[config.mk]
export PLATFORM = sky130hd
export DESIGN_NAME = cmult_pipe
export DESIGN_NICKNAME = d
export VERILOG_FILES = /design/src/rtl/cmult_pipe.sv
export SDC_FILE = /design/constraint.sdc
export NUM_CORES = 2
export LEC_CHECK = 0
export CORE_UTILIZATION = 25
export DETAILED_ROUTE_END_ITERATION = 8
export GPL_TIMING_DRIVEN = 1
export PLACE_DENSITY_LB_ADDON = 0.12
export SLEW_MARGIN = 20
export SYNTH_ARGS = -nofsm -noshare
export SYNTH_HDL_FRONTEND = slang
export SYNTH_SLANG_ARGS = --single-unit
[constraint.sdc]
create_clock -name clk -period 12.35 [get_ports clk]
set_input_delay 2.47 -clock clk [delete_from_list [all_inputs] [get_ports clk]]
set_output_delay 2.47 -clock clk [all_outputs]
set_load 0.1 [all_outputs]
[src/rtl/cmult_pipe.sv]
// Pipelined complex multiplier, three multiplies (Gauss form), valid/ready flow.
// Ports: clk, rst, in_valid/in_ready, a_*, b_*, conj, out_valid/out_ready, m_*, ovf.
// Macro CMULT_SAT_EN: saturate out-of-range results; otherwise they wrap.
module cmult_pipe #(
   parameter int WIDTH = 14,
   parameter int FRAC  = 10
) (
   input  logic                    clk,
   input  logic                    rst,
   input  logic                    in_valid,
   output logic                    in_ready,
   input  logic signed [WIDTH-1:0] a_re,
   input  logic signed [WIDTH-1:0] a_im,
   input  logic signed [WIDTH-1:0] b_re,
   input  logic signed [WIDTH-1:0] b_im,
   input  logic                    conj,
   output logic                    out_valid,
   input  logic                    out_ready,
   output logic signed [WIDTH-1:0] m_re,
   output logic signed [WIDTH-1:0] m_im,
   output logic                    ovf
);

   localparam int PW = 2*WIDTH + 6;
   localparam logic signed [PW-1:0] RND =
      {{(PW-1){1'b0}}, 1'b1} << (FRAC-1);

   logic en;
   assign en       = !out_valid || out_ready;
   assign in_ready = en;

   // stage 1 inputs: B widened so that negating -2^(WIDTH-1) is exact
   logic signed [WIDTH:0]   bre_e, bim_e, bim_c;
   logic signed [WIDTH+1:0] sa_c, sb_c;

   assign bre_e = {b_re[WIDTH-1], b_re};
   assign bim_e = {b_im[WIDTH-1], b_im};
   assign bim_c = conj ? -bim_e : bim_e;
   assign sa_c  = {{2{a_re[WIDTH-1]}}, a_re}
                + {{2{a_im[WIDTH-1]}}, a_im};
   assign sb_c  = {bre_e[WIDTH], bre_e}
                + {bim_c[WIDTH], bim_c};

   logic                    v1, v2;
   logic signed [WIDTH-1:0] s1_ar, s1_ai;
   logic signed [WIDTH:0]   s1_br, s1_bi;
   logic signed [WIDTH+1:0] s1_sa, s1_sb;
   logic signed [PW-1:0]    s2_p1, s2_p2, s2_p3;

   // stage 3 combinational: combine, round half-up, reduce
   logic signed [PW-1:0]    re_f, im_f, re_s, im_s;
   logic signed [WIDTH-1:0] re_q, im_q;
   logic                    ovf_q;

   function automatic logic oor(input logic signed [PW-1:0] x);
      // in range iff every bit above the result sign bit matches it
      return !((&x[PW-1:WIDTH-1]) || !(|x[PW-1:WIDTH-1]));
   endfunction

   function automatic logic [WIDTH-1:0] reduce(
      input logic signed [PW-1:0] x
   );
`ifdef CMULT_SAT_EN
      if (oor(x))
         return x[PW-1] ? {1'b1, {(WIDTH-1){1'b0}}}
                        : {1'b0, {(WIDTH-1){1'b1}}};
      return x[WIDTH-1:0];
`else
      return x[WIDTH-1:0];
`endif
   endfunction

   assign re_f  = s2_p1 - s2_p2;
   assign im_f  = s2_p3 - s2_p1 - s2_p2;
   assign re_s  = (re_f + RND) >>> FRAC;
   assign im_s  = (im_f + RND) >>> FRAC;
   assign re_q  = reduce(re_s);
   assign im_q  = reduce(im_s);
   assign ovf_q = oor(re_s) || oor(im_s);

   // control and outputs
   always_ff @(posedge clk) begin
      if (rst) begin
         v1        <= 1'b0;
         v2        <= 1'b0;
         out_valid <= 1'b0;
         m_re      <= '0;
         m_im      <= '0;
         ovf       <= 1'b0;
      end else if (en) begin
         v1        <= in_valid;
         v2        <= v1;
         out_valid <= v2;
         m_re      <= v2 ? re_q : '0;
         m_im      <= v2 ? im_q : '0;
         ovf       <= v2 ? ovf_q : 1'b0;
      end
   end

   // data path, no reset needed
   always_ff @(posedge clk) begin
      if (en) begin
         s1_ar <= a_re;
         s1_ai <= a_im;
         s1_br <= bre_e;
         s1_bi <= bim_c;
         s1_sa <= sa_c;
         s1_sb <= sb_c;
         s2_p1 <= PW'(s1_ar) * PW'(s1_br);
         s2_p2 <= PW'(s1_ai) * PW'(s1_bi);
         s2_p3 <= PW'(s1_sa) * PW'(s1_sb);
      end
   end

endmodule
==> metrics.md <==
| Metric | Value |
|---|---|
| Status | complete, no violations |
| Final min period | approximately 7400 ps |
| Die height | ~380 um |
| Yosys top cell by area | fa_1 |
| Yosys warns | 0 |
| First-pass iteration count of the detailed router | 5 |
| Worst Path Arrival | just under 5000 ps |
| DRC | 0 |
| Total Routing Usage GR | 0.143 |
| First-pass GRT wire length | around 160,000 um |
| Netlist Area Pre-Place | around 0.037 sq mm |
| Setup violations, final | 0 |
| Most common cell in the netlist | inv_1 |
| Final nets | 4,850 |
| Filler cell count | ~15k |
| Syn Nets | 4,819 |
| Synth Instances | ~3.7k |
| Gr ovfl total | 0 |
| Number of global-route vias before repair | ~26k |
| Worst-Margin Slew | around 1000 ps |
| Worst Hold Class | reg -> reg |
| Area of the multi-input gates | ~0.027 sq mm |
| Largest net degree at the start of global routing | around 130 |
| Routed length per instance | about 18 um |
| Iter 0 DRT Violations | 992 |
| Crit Path Class | in -> out |
| Clk_skew | between 20 and 25 ps |
| Critical path launch point | out_ready |
| Hpwl dp | about 87,000 um |
| Worst Path Required | ~9900 ps |
| DR vias/cell | between 4 and 5 |
| Cts hold-fix bufs | 0 |
| Layout cell share with drive strength beyond 1 | 0.0232 |
| Cell area after layout | a little over 0.04 sq mm |
| Port bufs | 91 |
| Relative slew slack | 0.314 |
| Register area | 0.00593 sq mm |
| CTS tree | built |
| Clk sinks | 208 |
| Commonest cells post-synth | inv_1 (863), fa_1 (668), ha_1 (396) |
| H-Tree Depth | 1 |
| Setup Fix Bufs, Post-CTS | 0 |
| RSZ-0062 raised after global routing | no |
| Crit end category | output port |
| Worst Path Max Fanout | 51 |
| Area fraction of the dominant cell type after synthesis | 0.366 |
| Max-cap violation count | 0 |
| Final hold viol count | 0 |
| Area contributors post-synth | fa_1 (37%), edfxtp_1 (14%), ha_1 (14%), inv_1 (8.9%), and2_1 (5.6%) |
| Setup TNS | 0 ps |
| Count of non-filler cells in the finished layout | about 5.7k |
| Site Rows | 139 |
| Count of different cell masters after synthesis | 76 |
| Top_reg_cell synth | edfxtp_1 |
| Area of the core | approximately 0.14 sq mm |
| Final Max Slew Viols | 0 |
| Average cell area after synthesis | 9.88 sq um |
| Die area | 0.148 sq mm |
| Cell total after placement | 5,597 |
| Hold Path Origin | v1 |
| GPL Wtd Cong | approximately 0.77 |
| Initial antenna violation count | 8 |
| Post-detailed-routing wire length | 102,000 um |
| Die width | 384 um |
| Syn-to-layout area delta | 10.9% |
| CTS clock-pin slew for the worst setup and hold paths | 60 ps |
| Total CTS buffers | 29 |
| Final antenna-violating net count | 0 |
| Skew-Pair Late Insertion Delay | 600 ps |
| Initial Utilization | 0.253 |
| EDFF count, synth | ~180 |
| Post-CTS sizing | 0 |
| # IOs | a little over 90 |
| Final period utilization | 0.596 |
| Total number of vias | around 24k |
| Post-synthesis sequential area ratio | 0.162 |
| Post-synthesis register bit count | approximately 210 |
| Worst R2R Start | s1_sa[3] |
| Dpl cell area | roughly 0.040 sq mm |
| Root buffer cell | clkbuf_16 |
| Max Clk Rate | roughly 0.14 GHz |
| Critical path launch point type | input pin |
| Async S/R FF share, synth | 0 |
| Clock Tree Buf Depth | 3 |
critical path: stages:
cell and delay, ps:
clkdlybuf4s50_1 470, nor2b_2 40, buf_4 240, inv_8 300, clkdlybuf4s50_1 1230
stage by stage:
| step | utilization | setup WS, ps | hold WS [ps] |
|---|---|---|---|
| final | 0.281 | 4990 | 454 |
| after global routing | 0.281 | 4900 | 492 |
| after CTS | 0.281 | 4970 | 463 |
| after detailed placement | 0.274 | 4980 | 455 |
| after global placement | 0.274 | 4980 | 450 |
| after floorplan | - | 3200 | 431 |
cells by family after synthesis:
| family | share of synthesized area |
|---|---|
| xor+xnor | 0.0401 |
| simple gates | 0.127 |
| mux | 0.00117 |
| flops | 0.162 |
| buf+inv | 0.0992 |
| fa+ha+maj | 0.502 |
| compound gates | 0.0684 |
state kept, by name (all words and copies together), names as in the netlist:
| name | flops |
|---|---|
| ovf | 1 |
| s2_p1 | 28 |
| s1_bi | 15 |
| v2 | 1 |
| m_im | 14 |
| s1_ar | 14 |
| m_re | 14 |
| s1_sb | 16 |
| s1_br | 14 |
| v1 | 1 |
| s1_ai | 14 |
| s1_sa | 15 |
| out_valid | 1 |
| s2_p2 | 29 |
| s2_p3 | 31 |
area by class of cell:
| class | instances | area share |
|---|---|---|
| Timing Repair Buffer | 101 | 0.0247 |
| Inverter | 863 | 0.0802 |
| Clock buffer | 40 | 0.0211 |
| Tap cell | 1903 | 0.0588 |
| Multi-Input combinational cell | 2522 | 0.666 |
| Clock inverter | 14 | 0.00284 |
| Antenna cell | 3 | 0.000185 |
| Sequential cell | 208 | 0.146 |
path summary, 6_finish.rpt:
kind | to | slack, ps | cells after the start
max | in_ready | 4990 | 5
min | v1 | 450 | 2
max reg2reg | s2_p3[32] | 5390 | 20
min reg2reg | v1 | 450 | 2
cells in the final DEF (no fill, tap or decap), types with 21 or more instances in the layout:
cell               n
a21o_1            52
a21oi_1          100
a22oi_1           26
and2_1           328
clkbuf_16         31
clkdlybuf4s50_1   91
dfxtp_1           32
edfxtp_1         176
fa_1             668
ha_1             396
inv_1            862
nand2_1          333
nand2b_1          29
nor2_1           127
nor2b_1           21
nor3_1            21
o21ai_0           54
xnor2_1          123
xor2_1            44
routing by layer:
layer / global-route usage / vias up / share of wire / wire length [um]
met5: 0 / - / 0 / 0
met4: 0.0131 / 0 / 0.0087 / 894
met3: 0.0156 / 49 / 0.029 / 2990
met2: 0.234 / 251 / 0.45 / 46400
met1: 0.210 / 11935 / 0.51 / 51900
li1: - / 11377 / - / -
Power is left out: the tool's default activity adds up to more than one toggle a clock period on the data nets, which glitch-free logic cannot reach.
